===== src/rtl/encoder_8_3_rr_pkg.sv =====
// Shared constants, FSM state encoding and grant record for the 8-to-3 request encoder.
package encoder_8_3_rr_pkg;

    localparam int ENC_N = 8;
    localparam int ENC_W = 3;

    typedef enum logic {
        ENC_IDLE = 1'b0,
        ENC_HOLD = 1'b1
    } enc_state_e;

    typedef struct packed {
        logic [ENC_W-1:0] idx;
        logic [ENC_N-1:0] onehot;
    } enc_grant_t;

    function automatic logic [ENC_N-1:0] enc_onehot(input logic [ENC_W-1:0] idx);
        logic [ENC_N-1:0] one;
        one = {{(ENC_N-1){1'b0}}, 1'b1};
        return one << idx;
    endfunction

endpackage


===== src/rtl/encoder_8_3_rr_if.sv =====
// Request/grant bundle between a request source (master) and the encoder (slave).
interface encoder_8_3_rr_if;
    import encoder_8_3_rr_pkg::*;

    logic [ENC_N-1:0] req;
    logic             out_valid;
    logic             out_ready;
    logic [ENC_W-1:0] out_idx;
    logic [ENC_N-1:0] out_onehot;
    logic             busy;

    modport master (
        output req,
        output out_ready,
        input  out_valid,
        input  out_idx,
        input  out_onehot,
        input  busy
    );

    modport slave (
        input  req,
        input  out_ready,
        output out_valid,
        output out_idx,
        output out_onehot,
        output busy
    );

endinterface


===== src/rtl/encoder_8_3_rr_pick.sv =====
// Combinational rotating-priority pick: first set bit of req at or after ptr, modulo 8.
module rr_pick_8
    import encoder_8_3_rr_pkg::*;
(
    input  logic [ENC_N-1:0] req,
    input  logic [ENC_W-1:0] ptr,
    output logic [ENC_W-1:0] idx,
    output logic             any
);

    logic [2*ENC_N-1:0] dbl;
    logic [ENC_N-1:0]   rot;
    logic [ENC_W-1:0]   off;

    // Rotate so that bit ptr lands at position 0, then take the lowest set bit.
    always_comb begin
        dbl = {req, req} >> ptr;
        rot = dbl[ENC_N-1:0];
        off = '0;
        for (int i = ENC_N - 1; i >= 0; i--) begin
            if (rot[i]) off = ENC_W'(i);
        end
        idx = ptr + off;
        any = |req;
    end

endmodule


===== src/rtl/encoder_8_3_rr.sv =====
// Registered 8-to-3 request encoder with valid/ready hold.
// ENCODER_ROUND_ROBIN_EN selects rotating priority; otherwise fixed lowest-index priority.
module encoder_8_3_rr
    import encoder_8_3_rr_pkg::*;
(
    input  logic              clk,
    input  logic              resetn,
    encoder_8_3_rr_if.slave   bus
);

    enc_state_e       state;
    enc_grant_t       grant;
    logic             valid;
    logic [ENC_W-1:0] pick_ptr;
    logic [ENC_W-1:0] pick_idx;
    logic             pick_any;
    logic             handshake;

    assign handshake = (state == ENC_HOLD) && bus.out_ready;

`ifdef ENCODER_ROUND_ROBIN_EN
    logic [ENC_W-1:0] ptr;

    // In HOLD the next winner is chosen with the pointer as it will be after this handshake.
    assign pick_ptr = (state == ENC_HOLD) ? grant.idx + ENC_W'(1) : ptr;

    always_ff @(posedge clk) begin
        if (!resetn) begin
            ptr <= '0;
        end else if (handshake) begin
            ptr <= grant.idx + ENC_W'(1);
        end
    end
`else
    assign pick_ptr = '0;
`endif

    rr_pick_8 u_pick (
        .req (bus.req),
        .ptr (pick_ptr),
        .idx (pick_idx),
        .any (pick_any)
    );

    always_ff @(posedge clk) begin
        if (!resetn) begin
            state        <= ENC_IDLE;
            valid        <= 1'b0;
            grant.idx    <= '0;
            grant.onehot <= '0;
        end else begin
            case (state)
                ENC_IDLE: begin
                    if (pick_any) begin
                        state        <= ENC_HOLD;
                        valid        <= 1'b1;
                        grant.idx    <= pick_idx;
                        grant.onehot <= enc_onehot(pick_idx);
                    end
                end
                ENC_HOLD: begin
                    if (handshake) begin
                        if (pick_any) begin
                            grant.idx    <= pick_idx;
                            grant.onehot <= enc_onehot(pick_idx);
                        end else begin
                            state        <= ENC_IDLE;
                            valid        <= 1'b0;
                            grant.onehot <= '0;
                        end
                    end
                end
                default: begin
                    state        <= ENC_IDLE;
                    valid        <= 1'b0;
                    grant.onehot <= '0;
                end
            endcase
        end
    end

    assign bus.out_valid  = valid;
    assign bus.busy       = valid;
    assign bus.out_idx    = grant.idx;
    assign bus.out_onehot = grant.onehot;

endmodule


===== src/flat_wrapper.sv =====
// flat-port wrapper written by rule: the top's interface ports become plain ports
module encoder_8_3_rr_flat import encoder_8_3_rr_pkg::*;
  (clk, resetn, bus_req, bus_out_ready, bus_out_valid, bus_out_idx, bus_out_onehot, bus_busy);
  encoder_8_3_rr_if bus_i ();
  input  logic clk;
  input  logic resetn;
  input wire logic [$bits(bus_i.req)-1:0] bus_req;
  input wire logic [$bits(bus_i.out_ready)-1:0] bus_out_ready;
  output wire logic [$bits(bus_i.out_valid)-1:0] bus_out_valid;
  output wire logic [$bits(bus_i.out_idx)-1:0] bus_out_idx;
  output wire logic [$bits(bus_i.out_onehot)-1:0] bus_out_onehot;
  output wire logic [$bits(bus_i.busy)-1:0] bus_busy;
  assign bus_i.req = bus_req;
  assign bus_i.out_ready = bus_out_ready;
  assign bus_out_valid = bus_i.out_valid;
  assign bus_out_idx = bus_i.out_idx;
  assign bus_out_onehot = bus_i.out_onehot;
  assign bus_busy = bus_i.busy;
  encoder_8_3_rr u_core (.clk(clk), .resetn(resetn), .bus(bus_i));
endmodule

===== config.mk =====
export PLATFORM = sky130hd
export DESIGN_NAME = encoder_8_3_rr_flat
export DESIGN_NICKNAME = d
export VERILOG_FILES = /design/src/rtl/encoder_8_3_rr_pkg.sv /design/src/rtl/encoder_8_3_rr_if.sv /design/src/rtl/encoder_8_3_rr_pick.sv /design/src/rtl/encoder_8_3_rr.sv /design/src/flat_wrapper.sv
export SDC_FILE = /design/constraint.sdc
export NUM_CORES = 1
export LEC_CHECK = 0
export BUFFER_PORTS_ARGS = -buffer_cell sky130_fd_sc_hd__clkbuf_2
export CAP_MARGIN = 20
export CELL_PAD_IN_SITES_DETAIL_PLACEMENT = 0
export CELL_PAD_IN_SITES_GLOBAL_PLACEMENT = 2
export CORE_UTILIZATION = 28
export CTS_CLUSTER_SIZE = 10
export DETAILED_ROUTE_END_ITERATION = 10
export GPL_TIMING_DRIVEN = 0
export HOLD_SLACK_MARGIN = 0.03
export PLACE_DENSITY = 0.85
export SLEW_MARGIN = 20
export SYNTH_ARGS = -nofsm -noshare
export SYNTH_HDL_FRONTEND = slang
export SYNTH_SLANG_ARGS = --single-unit

===== constraint.sdc =====
create_clock -name clk -period 3.5 [get_ports clk]
set_input_delay 0.35 -clock clk [delete_from_list [all_inputs] [get_ports clk]]
set_output_delay 0.35 -clock clk [all_outputs]
set_load 0.02 [all_outputs]

# Word level (Yosys, flattened, before mapping)
# Cells that the tools add are included.
totals:
  register_bits: 13
  latchBits: 0
  ram_bits: 0
  rom_bits: 0
  in_bits: 11
  output_inout_bits: 13
  word_cells: 35
  mem_count: 0
classes:
  add_sub_neg: 0
  multipliers: 0
  n_div: 0
  magnitude_cmp: 0
  eq_ne: 4
  shift: 1
  n_mux: 20
  n_bitwise: 1
  reduce_logical: 5
op_table:
  columns: ["cell", "count"]
  rows:
  - ["2-to-1 mux 3 bit", 9]
  - ["2-to-1 mux 11 bit", 2]
  - ["one-hot mux 11 bit (2 select lines)", 1]
  - ["2-to-1 mux 8 bit", 1]
  - ["OR reduction 8 bit", 1]
  - ["<< shifter 1 x 3 -> 8 bit (first input constant)", 1]
  - ["!= test 2 bit (second input constant)", 3]
  - ["AND reduction 3 bit", 2]
  - ["2-to-1 mux 1 bit", 5]
  - ["one-hot mux 1 bit (2 select lines)", 2]
  - ["!= test 2 x 1 -> 1 bit (second input constant)", 1]
  - ["AND reduction 2 bit", 1]
  - ["logical AND 1 bit", 1]
  - ["NOT 1 bit", 1]

# Logic depth before layout (Yosys ltp)
# Gate-level depths: netlist of the first run.
logic_depth:
  depth_word: 12
  depth_mapped: 5
  depth_no_buf: 4

# Hierarchy
# Synthesis of the first run repeated with hierarchy kept, for this count alone.
unflattened:
  cells_unflattened: 103
  area_unflattened_um2: 1053.5
by_module_without_submodules:
  columns: ["mod", "instances", "cells_each", "area_per_inst_um2", "seq_area_each_um2"]
  rows:
  - ["encoder_8_3_rr", 1, 53, 534.3, 260.2]
  - ["rr_pick_8", 1, 50, 519.2, 0.0]

# Worst setup path before layout of the first run
# OpenSTA, ideal clock, no wires.
synth_timing:
  path_type: "input -> register"
  startpoint: "input port bus_req[3]"
  endpoint: "register u_core.valid, in the netlist u_core.bus.busy"
  setup_ns: 0.134
  t_arrival_ns: 1.514
  required_ns: 3.366
  setup_slack_ns: 1.852
  stages: 5
  path_buffers: 1
  cell_sequence: "or4_1 -> buf_2 -> or2_2 -> a21oi_1 -> a311oi_1"
synth_via:
  elab_chain_len: 3
  elab_cells_between_ends: 4
  cone_classes: "eq/ne: 2; reduce/logical: 2"
synth_rtl:
  columns: ["item", "line", "rtl"]
  rows:
  - ["start: declaration", "flat_wrapper.sv:7", "input wire logic [$bits(bus_i.req)-1:0] bus_req;"]
  - ["OR reduction 8 bit (*)", "encoder_8_3_rr_pick.sv:24", "any = |req;"]
  - ["!= test 2 bit (no source line) or != test 2 x 1 -> 1 bit (tied branches)", null, null]
  - ["AND reduction 3 bit (no source line) (*)", null, null]
  - ["end signal: assignment", "encoder_8_3_rr.sv:48", "valid <= 1'b0;"]
  - ["end signal: assignment", "encoder_8_3_rr.sv:56", "valid <= 1'b1;"]
  - ["end signal: assignment", "encoder_8_3_rr.sv:68", "valid <= 1'b0;"]
  - ["end: declaration", "encoder_8_3_rr.sv:13", "logic valid;"]
# Mark *: on every way between the ends. The rest lies on a longest branch, timed or not.
# A chain may end at the register's enable or synchronous reset.

# Final worst setup path of the first run
layout_timing:
  startpoint: "input port bus_req[2]"
  endpoint: "register u_core.grant, in the netlist u_core.bus.out_onehot[6]"
layout_via:
  elab_chain_len: 7
  elab_cells_between_ends: 11
  cone_classes: "eq/ne: 1; shift: 1; mux: 7; reduce/logical: 2"
layout_rtl:
  columns: ["item", "line", "rtl"]
  rows:
  - ["2-to-1 mux 3 bit (3 in series)", "encoder_8_3_rr_pick.sv:21", "if (rot[i]) off = ENC_W'(i);"]
  - ["<< shifter 1 x 3 -> 8 bit", "encoder_8_3_rr_pkg.sv:20", "return one << idx;"]
  - ["2-to-1 mux 8 bit", "encoder_8_3_rr.sv:63", "if (pick_any) begin"]
  - ["2-to-1 mux 11 bit", "encoder_8_3_rr.sv:62", "if (handshake) begin"]
  - ["one-hot mux 11 bit (2 select lines)", "encoder_8_3_rr.sv:52", "case (state)"]
  - ["end: declaration", "encoder_8_3_rr.sv:12", "enc_grant_t grant;"]
# Several ways; a longest one is shown, not always the timed one. The select of a mux whose other input is x is not followed.

==> key figures, run 1 <==
CTS
  • Clock slew at the register clock pins of the worst setup and hold paths: 0.08 ns
  • Hold-fix buffers at CTS: 0
  • Number of clock buffers inserted by TritonCTS: 3
  • Buffers inserted by post-CTS timing repair: 0
  • Root buf cell: sky130_fd_sc_hd__clkbuf_4
  • Number of cells upsized or downsized after cts: 0
  • Max Root-Sink Buffers: 2
  • Clk sinks: 13
  • CTS H-tree depth: 1
  • TritonCTS clock tree: yes
  • Clk Latency, worst-skew pair: ~0.27 ns

Critical path
  • Crit path max fanout: 8
  • Crit path DAT: 1.76 ns
  • CP Data Required Time: ~3.7 ns
  • Type of destination of the critical path: flip-flop
  • WS Path Type: input pin to flip-flop
  • Sort of element at the start of the critical path: input pin

Global route
  • Layer carrying the most global-route usage: met1
  • GRT Residual Overflow: 0
  • Global-route wire length before repair: 2.55 mm
  • Met3 layer usage reported by global route: about 1.9%
  • Largest net degree at the start of global routing: 11
  • Vias in the first global route: roughly 550
  • Overall track demand over capacity in global routing: around 14%
  • M1 GR Usage: between 15 and 20%
  • Antenna violations before repair: 0
  • Met2 usage: 19.7%

Detailed routing
  • Number of routed nets with antenna violations: 0
  • Detailed-route wire length per cell: between 10 and 15 um
  • Detailed router's first-iteration violation count: 3
  • Post-route DRC violation count: 0
  • Vias after detailed routing: a little over 600
  • DR vias/cell: about 5.0
  • Drt total wl: around 1.5 mm
  • Drt pass-1 iters: 4

Placed design
  • Placed Cells incl. Taps: 119
  • DPL Wire Length: 1.13 mm
  • Post-Place Setup Slack: 1.65 ns
  • Count of port buffers added during placement: 23
  • Last weighted congestion value of the routability-driven placer: about 0.69

Yosys
  • Area contributors post-synth: sky130_fd_sc_hd__dfxtp_1 (42%), sky130_fd_sc_hd__a21oi_1 (6.5%), sky130_fd_sc_hd__nor2_1 (6.1%)
  • Count of mapped cells out of synthesis: between 60 and 70
  • Post-Synthesis Cell Area: between 600 and 700 um^2
  • Count of cell types in the netlist: 31
  • Average size of a mapped cell: roughly 9 um^2
  • Async set-or-reset flop fraction in the synthesized netlist: 0%
  • Post-synth net total: 80
  • Number of enable flip-flop cells after synthesis: 0
  • Most used DFF post-synth: sky130_fd_sc_hd__dfxtp_1
  • List of most frequent post-synthesis cells: sky130_fd_sc_hd__dfxtp_1 (13), sky130_fd_sc_hd__nor2_1 (10), sky130_fd_sc_hd__a21oi_1 (8)
  • Sequential share of the synthesized area: a little over two fifths
  • Proportion of netlist area held by the largest area contributor: 42.1%
  • Post-synthesis register bit count: 13
  • Leading cell type by number of instances after synthesis: sky130_fd_sc_hd__dfxtp_1
  • Cell type with the highest aggregate area in the netlist: sky130_fd_sc_hd__dfxtp_1
  • Synth Warn #: 0

Die
  • Initial core utilization: a little under a third
  • Area of the placeable core: between 0.002 and 0.0025 mm^2
  • Chip Width: 49.0 um
  • Area of the die: between 0.002 and 0.0025 mm^2
  • Boundary Pins: 24
  • Die Y: between 40 and 50 um
  • Number of rows in the core area: 16

STA
  • Final setup TNS: 0 ns
  • RSZ-0062 raised after global routing: no
  • Final worst setup slack: a little under 2 ns
  • Final-report hold violation count: 0
  • Worst-Margin Slew: between 0.4 and 0.5 ns
  • Worst slew slack as a fraction of its limit: 71.0%
  • Setup clock skew after layout: 0.000260 ns
  • Final worst path period share: 44.3%
  • Post-route minimum period: between 1.5 and 2 ns
  • Pins Over Slew Limit: 0
  • Final count of negative-setup-slack endpoints: 0
  • Maximum achievable frequency: between 0.6 and 0.7 GHz

Status
  • Outcome: completed

Final layout
  • Multi-input gate area in the final layout: approximately 330 um^2
  • Register Area: ~260 um^2
  • Cell Count, Final, Fillers Out: 123
  • Filler cell count: between 200 and 250
  • Final net count: about 110
  • Ant. Diodes: 0
  • Layout cell share with drive strength beyond 1: ~36%
  • Final core occ: 39.2%
  • Growth of design area from synthesis to finish: 28.3%

Job
  • Number of violations of the max-capacitance limit: 0

Pwr
  • Standby leakage power: between 0.3 and 0.4 nW
  • Pwr Density: about 380 mW/mm^2
  • Post-layout power: about 0.30 mW
  • Max rail drop VDD: approximately 0.14 mV

Min path
  • Hold crit path type: input pin to flip-flop
power by group:
part | leakage (nW) | switching (mW) | total, mW | internal (mW)
Combinational | 0.208 | 0.0296 | 0.0496 | 0.0200
Clock | 0.0150 | 0.0483 | 0.0924 | 0.0441
Sequential | 0.106 | 0.00336 | 0.156 | 0.153
state kept, by name, indices dropped and copies added (netlist names):
| register | count |
|---|---|
| u_core.bus.busy | 1 |
| u_core.bus.out_idx | 3 |
| u_core.bus.out_onehot | 8 |
| u_core.state | 1 |
logic make-up after synthesis:
group           count (synthesis)  synth area share (%)
simple gates                   26                  23.9
compound gates                 24                  28.7
flops                          13                  42.1
buf+inv                         6                  5.26
layer usage:
layer	up-vias	share of wire, %
li1	311	-
met1	291	50
met2	14	47
met3	0	3.0
met4	0	0
met5	-	0
metrics by stage:
stage,hold slack [ns],area [um^2]
3_5_place_dp,0.449,767
3_3_place_gp,0.445,767
4_1_cts,0.297,793
6_report,0.306,793
2_1_floorplan,0.463,618
5_1_grt,0.300,793
worst max-delay path: stages:
cell and delay, ns:
sky130_fd_sc_hd__clkbuf_2 0.11, sky130_fd_sc_hd__or4_1 0.48, sky130_fd_sc_hd__buf_2 0.18, sky130_fd_sc_hd__o31ai_4 0.41, sky130_fd_sc_hd__nand2_1 0.10, sky130_fd_sc_hd__a21oi_1 0.13
path summary, 6_finish.rpt:
check                                               from                  endpoint  slack (ns)  depth (start not counted)
worst min-delay path                       bus_out_ready           u_core.bus.busy        0.31                          2
worst min register to register  u_core.bus.out_onehot[6]  u_core.bus.out_onehot[6]        0.46                          2
worst max-delay path                          bus_req[2]  u_core.bus.out_onehot[6]        1.95                          6
worst max register to register              u_core.state  u_core.bus.out_onehot[5]        2.19                          3
cell usage in the layout (no fill, tap or decap), types with 2 or more instances in the layout:
cell	count
sky130_fd_sc_hd__clkbuf_2	23
sky130_fd_sc_hd__dfxtp_1	13
sky130_fd_sc_hd__nor2_1	10
sky130_fd_sc_hd__a21oi_1	8
sky130_fd_sc_hd__clkbuf_4	3
sky130_fd_sc_hd__or4_1	2
sky130_fd_sc_hd__buf_2	2
sky130_fd_sc_hd__nor2b_1	2
sky130_fd_sc_hd__o21ai_0	2
sky130_fd_sc_hd__nand2b_1	2
sky130_fd_sc_hd__buf_4	2
sky130_fd_sc_hd__inv_1	2
sky130_fd_sc_hd__a32o_1	2
sky130_fd_sc_hd__a32oi_1	2
sky130_fd_sc_hd__nand2_1	2
final cells by class:
| class | count | area share (%) |
|---|---|---|
| Inverter | 2 | 0.946 |
| Clock buffer | 4 | 3.31 |
| Buffer | 4 | 3.15 |
| Multi-Input combinational cell | 50 | 41.0 |
| Tap cell | 27 | 4.26 |
| Sequential cell | 13 | 32.8 |
| Timing Repair Buffer | 23 | 14.5 |
Power figures use the tool's default switching activity.
==> run 2: changes to the inputs <==
--- a/config.mk
+++ b/config.mk
@@ -9,12 +9,12 @@
 export CAP_MARGIN = 20
 export CELL_PAD_IN_SITES_DETAIL_PLACEMENT = 0
 export CELL_PAD_IN_SITES_GLOBAL_PLACEMENT = 2
-export CORE_UTILIZATION = 28
+export CORE_UTILIZATION = 23
 export CTS_CLUSTER_SIZE = 10
 export DETAILED_ROUTE_END_ITERATION = 10
 export GPL_TIMING_DRIVEN = 0
 export HOLD_SLACK_MARGIN = 0.03
-export PLACE_DENSITY = 0.85
+export PLACE_DENSITY = 0.76
 export SLEW_MARGIN = 20
 export SYNTH_ARGS = -nofsm -noshare
 export SYNTH_HDL_FRONTEND = slang
==> constraint.sdc (replaced) <==
create_clock -name clk -period 1.37 [get_ports clk]
set_input_delay 0.137 -clock clk [delete_from_list [all_inputs] [get_ports clk]]
set_output_delay 0.137 -clock clk [all_outputs]
set_load 0.02 [all_outputs]
==> run 2 against run 1 <==
  * Combinational power rose to 2.7 times the previous value
  * Clock skew up 0.0023 ns
  * Wire length up 5.5%
  * Final cell count up 3.3%
  * First-iteration DRC count rose to 3.0 times the previous value
  * Sequential share of layout area down 1.4 points
  * Core utilization down 6.1 points
  * Setup slack worse by 1.9 ns
  * Non-clock buffer count up 1
  * Register-to-register slack worse by 2.1 ns
  * Critical path depth down 1
  * Via count up 0.49%
  * Critical path type unchanged
  * Largest cell class unchanged
  * Highest routed layer is now met4
==> key figures, run 2 (synthesis gave the netlist of run 1 again) <==
CTS
  • Clk sinks: 13 (unchanged)
  • Clk Latency, worst-skew pair: 0.27 ns (about the same)
  • Number of clock buffers inserted by TritonCTS: 3 (unchanged)
  • TritonCTS clock tree: yes
  • Root buf cell: sky130_fd_sc_hd__clkbuf_4
  • Clock slew at the register clock pins of the worst setup and hold paths: 0.08 ns (about the same)
  • Hold-fix buffers at CTS: 0 (unchanged)
  • Max Root-Sink Buffers: 2 (unchanged)
  • CTS H-tree depth: 1 (unchanged)

Min path
  • Hold crit path type: input pin to flip-flop
  • Launch point of the worst hold path: bus_out_ready

Global route
  • Largest net degree at the start of global routing: 11 (unchanged)
  • Vias in the first global route: 563 (+3.1%)
  • Overall track demand over capacity in global routing: 12.8% (-1.2 points)
  • Antenna violations before repair: 0 (unchanged)
  • Global-route wire length before repair: 2.54 mm (-0.27%)
  • GRT Residual Overflow: 0 (unchanged)

Placed design
  • Placed Cells incl. Taps: 122 (+2.5%)
  • Area post-placement: 792 um^2 (+3.3%)
  • DPL Wire Length: 1.19 mm (+5.6%)
  • Count of port buffers added during placement: 23 (unchanged)
  • Last weighted congestion value of the routability-driven placer: 0.767 (+11%)

Die
  • Boundary Pins: 24 (unchanged)
  • Initial core utilization: 24.7% (-5.8 points)
  • Chip Width: 53.8 um (+9.9%)
  • Area of the die: 0.00290 mm^2 (+21%)
  • Area of the placeable core: 0.00250 mm^2 (+24%)
  • Die Y: 53.8 um (+9.9%)
  • Number of rows in the core area: 18 (+2)

Pwr
  • Switching power summed over all nets: 0.210 mW (+160%)
  • Flop pwr share: 52.0% (-0.4 points)
  • Pwr Density: 929 mW/mm^2 (+150%)
  • P_int: 0.560 mW (+160%)
  • Post-layout power: 0.769 mW (+160%)
  • Standby leakage power: 0.344 nW (+4.2%)
  • Max rail drop VDD: 0.653 mV (+370%)
  • Combinational share of power: 17.5% (+0.9 points)
  • Share of total power in the clock network: 30.5% (-0.4 points)
  • Switching portion of total power: 27.3% (about the same)

Detailed routing
  • Post-route DRC violation count: 0 (unchanged)
  • Vias after detailed routing: 619 (+0.49%)
  • DR vias/cell: 4.87 (-2.7%)
  • Drt pass-1 iters: 4 (unchanged)
  • Drt total wl: 1.56 mm (+5.5%)
  • Detailed router's first-iteration violation count: 9 (+6)
  • Detailed-route wire length per cell: 12.3 um (+2.2%)
  • Number of routed nets with antenna violations: 0 (unchanged)

STA
  • Pins Over Slew Limit: 0 (unchanged)
  • RSZ-0062 raised after global routing: no
  • Post-route minimum period: around 1.3 ns
  • Maximum achievable frequency: 0.780 GHz
  • Final worst path period share: between 90 and 100%
  • Worst-Margin Slew: 0.409 ns (-0.0251 ns)
  • Worst slew slack as a fraction of its limit: 72.5% (+1.5 points)
  • Final-report hold violation count: 0 (unchanged)
  • Final count of negative-setup-slack endpoints: 0 (unchanged)
  • Worst Hold Slack: 0.0973 ns (-0.209 ns)
  • Setup clock skew after layout: 0.00254 ns (+0.00228 ns)

Final layout
  • Ant. Diodes: 0 (unchanged)
  • Most common cell after layout, fill and taps aside: sky130_fd_sc_hd__clkbuf_2
  • Filler cell count: 285 (+22%)
  • Final net count: 109 (+0.93%)
  • Layout cell share with drive strength beyond 1: 39.2% (+2.7 points)
  • Fin area: 828 um^2 (+4.4%)
  • Final core occ: 33.1% (-6.1 points)
  • Max FFs per register: 8 (unchanged)
  • Growth of design area from synthesis to finish: 34.0%
  • Commonest non-fill, non-tap cells in the layout: sky130_fd_sc_hd__clkbuf_2 (23), sky130_fd_sc_hd__dfxtp_1 (13), sky130_fd_sc_hd__nor2_1 (10), sky130_fd_sc_hd__a21oi_1 (7)
  • Cell Count, Final, Fillers Out: 127 (+3.3%)

Critical path
  • Crit path DAT: 1.50 ns (-0.26 ns)
  • Crit path launch: bus_req[2]
  • Worst reg2reg path startpoint: u_core.state
  • Cell depth of the worst flop-to-flop path: 5 (+2)
  • Master of the slowest instance on the critical path: sky130_fd_sc_hd__or4_1
  • Setup slack on the worst flop-to-flop path: 0.14 ns (-2.05 ns)
  • Crit path max fanout: 6 (-2)
  • Capture point of the worst reg-to-reg path: u_core.bus.out_onehot[5]
  • Sort of element at the start of the critical path: input pin
  • Setup crit end: u_core.bus.out_onehot[5]
  • CP Data Required Time: 1.59 ns (-2.12 ns)
  • Type of destination of the critical path: flip-flop
  • WS Path Type: input pin to flip-flop
  • Critical path cell sequence: clkbuf_2, or4_1, buf_6, nor4_1, a32o_1
  • Largest stage delay on the critical path: 0.52 ns (+0.04 ns)

Status
  • Outcome: completed

Job
  • Number of violations of the max-capacitance limit: 0 (unchanged)
-- run 2: critical path: cells and delay by family --
family	cells	cell delay, ns
buffers and inverters	2	0.27
AND/OR/NAND/NOR	2	0.92
AO/OA/AOI/OAI	1	0.18
-- run 2: how the worst min path moves through the flow --
stage | endpoint | slack [ns] | cells after the start
6_report | u_core.bus.busy | 0.1 | 2
5_1_grt | u_core.bus.busy | 0.08 | 2
4_1_cts | u_core.bus.busy | 0.08 | 2
3_5_place_dp | u_core.bus.busy | 0.38 | 2
3_3_place_gp | u_core.bus.busy | 0.37 | 2
2_1_floorplan | u_core.bus.busy | 0.25 | 1
-- run 2: power groups by stage --
| stage | sequential (mW) | clock, mW | combinational [mW] |
|---|---|---|---|
| 3_5_place_dp | 0.409 | 0 | 0.133 |
| 5_1_grt | 0.403 | 0.271 | 0.148 |
| 6_report | 0.400 | 0.234 | 0.135 |
| 4_1_cts | 0.400 | 0.249 | 0.133 |
| 2_1_floorplan | 0.423 | 0 | 0.0674 |
| 3_3_place_gp | 0.409 | 0 | 0.133 |
-- run 2: routing by layer --
layer  up-vias  global-route usage (%)  routed length, um
met2        20                    20.0                693
met3         2                    5.08                 93
met4         0                    5.26                 19
li1        311                       -                  -
met5         -                       0                  0
met1       286                    15.5                753
-- run 2: repair_timing --
item                       CTS  global route
gates resized for setup      0             1
setup endpoints to repair    0             8
buffers inserted             0             1
-- run 2: per-stage QoR --
step	TNS, ns	worst slack (ns)
floorplan	0	0.00772
global placement	-2.29	-0.251
detailed placement	-2.23	-0.249
CTS	0	0.0343
global route	0	0.0265
finish	0	0.0883
-- run 2: layout make-up --
class,count,area [um^2],share of cell area [%]
flip-flops and latches,13,260,31.4
plain buffers,4,31.3,3.78
well taps,30,37.5,4.53
inverters,2,7.51,0.906
multi-input cells,50,343,41.4
repair buffers,24,123,14.8
clock buffers,4,26.3,3.17
==> run 3: changes to the inputs <==
--- a/config.mk
+++ b/config.mk
@@ -5,11 +5,12 @@
 export SDC_FILE = /design/constraint.sdc
 export NUM_CORES = 1
 export LEC_CHECK = 0
+export ABC_AREA = 1
 export BUFFER_PORTS_ARGS = -buffer_cell sky130_fd_sc_hd__clkbuf_2
 export CAP_MARGIN = 20
 export CELL_PAD_IN_SITES_DETAIL_PLACEMENT = 0
 export CELL_PAD_IN_SITES_GLOBAL_PLACEMENT = 2
-export CORE_UTILIZATION = 23
+export CORE_UTILIZATION = 22
 export CTS_CLUSTER_SIZE = 10
 export DETAILED_ROUTE_END_ITERATION = 10
 export GPL_TIMING_DRIVEN = 0
==> run 3 against run 2 <==
  * Core utilization down 3.4 points
  * Register-to-register slack better by 0.04 ns
  * Design area down 0.91%
  * Die area up 8.0%
  * Synthesized cell count up 25%
  * Clock power down 3%
  * Final cell count up 13%
  * Sequential share of layout area up 0.29 points
  * Critical path type is now flip-flop to flip-flop
==> key figures, run 3 <==
Status
  • Outcome: completed

Critical path
  • Cell depth of the worst flop-to-flop path: 6 (+1)
  • CP Data Required Time: 1.51 ns (-0.08 ns)
  • Capture point of the worst reg-to-reg path: u_core.bus.out_onehot[7]
  • Worst reg2reg path startpoint: u_core.state
  • Sort of element at the start of the critical path: flip-flop
  • Type of destination of the critical path: flip-flop
  • Setup slack on the worst flop-to-flop path: 0.18 ns (+0.04 ns)
  • Crit path DAT: 1.33 ns (-0.17 ns)
  • WS Path Type: flip-flop to flip-flop
  • Crit path max fanout: 5 (-1)

Detailed routing
  • Number of routed nets with antenna violations: 0 (unchanged)
  • Drt total wl: 1.35 mm (-13%)
  • Detailed-route wire length per cell: 9.40 um (-23%)
  • Post-route DRC violation count: 0 (unchanged)
  • Drt pass-1 iters: 4 (unchanged)
  • Vias after detailed routing: 636 (+2.7%)
  • DR vias/cell: 4.42 (-9.4%)
  • Detailed router's first-iteration violation count: 30 (+21)

Min path
  • Hold worst-path end: u_core.bus.out_idx[1]
  • Hold Path Cell Cnt: 3 (+1)
  • Hold crit path type: input pin to flip-flop
  • Launch point of the worst hold path: resetn

Yosys
  • Synth Warn #: 0 (unchanged)
  • Post-Synthesis Cell Area: 641 um^2 (+3.6%)
  • Count of mapped cells out of synthesis: 86 (+25%)
  • Async set-or-reset flop fraction in the synthesized netlist: 0% (unchanged)
  • Sequential share of the synthesized area: 40.6% (-1.5 points)
  • Average size of a mapped cell: 7.45 um^2 (-17%)
  • Proportion of netlist area held by the largest area contributor: 40.6% (-1.5 points)
  • List of most frequent post-synthesis cells: sky130_fd_sc_hd__nand2_1 (18), sky130_fd_sc_hd__inv_1 (14), sky130_fd_sc_hd__dfxtp_1 (13), sky130_fd_sc_hd__a21oi_1 (11), sky130_fd_sc_hd__nor2_1 (6)
  • Count of cell types in the netlist: 19 (-39%)
  • Post-synth net total: 97 (+21%)
  • Area contributors post-synth: sky130_fd_sc_hd__dfxtp_1 (41%), sky130_fd_sc_hd__nand2_1 (11%), sky130_fd_sc_hd__a21oi_1 (8.6%)
  • Leading cell type by number of instances after synthesis: sky130_fd_sc_hd__nand2_1
  • Most used DFF post-synth: sky130_fd_sc_hd__dfxtp_1
  • Cell type with the highest aggregate area in the netlist: sky130_fd_sc_hd__dfxtp_1
  • Number of enable flip-flop cells after synthesis: 0 (unchanged)
  • Post-synthesis register bit count: 13 (unchanged)

STA
  • Maximum achievable frequency: 0.838 GHz (+7.4%)
  • Final count of negative-setup-slack endpoints: 0 (unchanged)
  • Setup clock skew after layout: 0.00271 ns (+0.000169 ns)
  • RSZ-0062 raised after global routing: no
  • Final setup TNS: 0 ns (unchanged)
  • Final-report hold violation count: 0 (unchanged)
  • Final worst path period share: 87.1% (-6.5 points)
  • Pins Over Slew Limit: 0 (unchanged)
  • Final worst setup slack: 0.177 ns (+0.0885 ns)
  • Worst-Margin Slew: 0.460 ns (+0.0515 ns)
  • Post-route minimum period: 1.19 ns (-0.0885 ns)
  • Worst slew slack as a fraction of its limit: 69.3% (-3.2 points)

Placed design
  • Post-Place Setup Slack: 0.189 ns (+0.438 ns)
  • Area post-placement: 795 um^2 (+0.32%)
  • Count of port buffers added during placement: 23 (unchanged)
  • Placed Cells incl. Taps: 140 (+15%)
  • DPL Wire Length: 1.09 mm (-8.5%)
  • Last weighted congestion value of the routability-driven placer: 0.687 (-10%)

CTS
  • Buffers inserted by post-CTS timing repair: 0 (unchanged)
  • Max Root-Sink Buffers: 2 (unchanged)
  • Hold-fix buffers at CTS: 0 (unchanged)
  • Clk sinks: 13 (unchanged)
  • Clk Latency, worst-skew pair: 0.27 ns (about the same)
  • Root buf cell: sky130_fd_sc_hd__clkbuf_4
  • Number of clock buffers inserted by TritonCTS: 3 (unchanged)
  • TritonCTS clock tree: yes
  • Number of cells upsized or downsized after cts: 0 (unchanged)
  • CTS H-tree depth: 1 (unchanged)
  • Clock slew at the register clock pins of the worst setup and hold paths: 0.08 ns (about the same)

Final layout
  • Most common cell after layout, fill and taps aside: sky130_fd_sc_hd__clkbuf_2
  • Final net count: 125 (+15%)
  • Fin area: 821 um^2 (-0.91%)
  • Growth of design area from synthesis to finish: 28.1%
  • Commonest non-fill, non-tap cells in the layout: sky130_fd_sc_hd__clkbuf_2 (23), sky130_fd_sc_hd__nand2_1 (18), sky130_fd_sc_hd__inv_1 (14), sky130_fd_sc_hd__dfxtp_1 (13), sky130_fd_sc_hd__a21oi_1 (11)
  • Max FFs per register: 8 (unchanged)
  • Ant. Diodes: 0 (unchanged)
  • Cell Count, Final, Fillers Out: 144 (+13%)
  • Layout cell share with drive strength beyond 1: 31.9% (-7.3 points)

Die
  • Area of the die: 0.00313 mm^2 (+8.0%)
  • Area of the placeable core: 0.00276 mm^2 (+10%)
  • Die Y: 56.0 um (+3.9%)
  • Chip Width: 56.0 um (+3.9%)
  • Number of rows in the core area: 19 (+1)
  • Initial core utilization: 23.2% (-1.5 points)
  • Boundary Pins: 24 (unchanged)

Pwr
  • Post-layout power: 0.768 mW (-0.16%)
  • Share of total power in the clock network: 29.6% (-0.9 points)
  • Switching portion of total power: 27.8% (+0.54 points)
  • Combinational share of power: 18.2% (+0.7 points)
  • P_int: 0.555 mW (-0.90%)
  • Standby leakage power: 0.402 nW (+17%)
  • Flop pwr share: 52.3% (+0.3 points)
  • Max rail drop VDD: 0.678 mV (+3.9%)
  • Pwr Density: 936 mW/mm^2 (+0.76%)
  • Switching power summed over all nets: 0.214 mW (+1.8%)

Global route
  • Overall track demand over capacity in global routing: 9.83% (-3.0 points)
  • Global-route wire length before repair: 2.42 mm (-4.6%)
  • GRT Residual Overflow: 0 (unchanged)
  • Antenna violations before repair: 0 (unchanged)
  • Largest net degree at the start of global routing: 11 (unchanged)
  • Vias in the first global route: 600 (+6.6%)

Job
  • Number of violations of the max-capacitance limit: 0 (unchanged)
==> run 3: cell types whose count changed in the layout (fill, tap and decap cells not counted), sizes merged, moves of 4 or more <==
cell and delta:
inv +12, nand2 +18, buf -4, a21oi +4, nand3 +4, nand4 +4
==> run 3: final cells by class <==
type | count | area, um^2
clock buffers | 4 | 26.3
fillers | 314 | 1940
well taps | 31 | 38.8
flip-flops and latches | 13 | 260
repair buffers | 23 | 115
plain buffers | 2 | 11.3
inverters | 14 | 52.6
multi-input cells | 57 | 317
==> run 3: worst max path at each step <==
stage / depth (start not counted) / to / slack (ns) / start
CTS: 6 / u_core.bus.out_onehot[7] / 0.17 / u_core.state
floorplan: 6 / u_core.bus.out_idx[2] / 0.32 / u_core.state
global route: 7 / u_core.bus.out_onehot[0] / 0.02 / u_core.state
detailed placement: 6 / u_core.bus.out_onehot[7] / 0.19 / u_core.state
global placement: 6 / u_core.bus.out_onehot[7] / 0.20 / u_core.state
finish: 6 / u_core.bus.out_onehot[7] / 0.18 / u_core.state
==> run 3: power groups by stage <==
| stage | logic [mW] | clock network [mW] | registers (mW) |
|---|---|---|---|
| after floorplan | 0.0774 | 0 | 0.426 |
| after global placement | 0.140 | 0 | 0.410 |
| after detailed placement | 0.141 | 0 | 0.410 |
| after CTS | 0.142 | 0.243 | 0.402 |
| after global routing | 0.158 | 0.264 | 0.404 |
| final | 0.140 | 0.227 | 0.401 |
==> run 3: logic make-up after synthesis <==
| group | Yosys count | share of synthesized area, % |
|---|---|---|
| buffers and inverters | 16 | 9.96 |
| and+or+nand+nor | 41 | 35.9 |
| DFF | 13 | 40.6 |
| AOI/OAI and AO/OA | 16 | 13.5 |
==> run 3: critical path, cell delays in order, from the launching register on <==
cell	delay, ns
sky130_fd_sc_hd__dfxtp_1	0.39
sky130_fd_sc_hd__inv_1	0.05
sky130_fd_sc_hd__nor2_1	0.17
sky130_fd_sc_hd__nor2_1	0.07
sky130_fd_sc_hd__and2_1	0.19
sky130_fd_sc_hd__nand4_1	0.12
sky130_fd_sc_hd__a21oi_1	0.06
==> run 3: metrics by stage <==
step                hold slack (ns)  utilization (%)
CTS                           0.107             29.8
finish                        0.119             29.8
detailed placement            0.398             28.8
global route                  0.131             29.8
global placement              0.400             28.8
floorplan                     0.276                -
==> run 3: metal layers <==
metal	vias up	GRT usage, %	wire length (um)
li1	329	-	-
met1	291	11.4	626
met2	16	16.5	676
met3	0	4.65	51
met4	0	2.09	0
met5	-	0	0
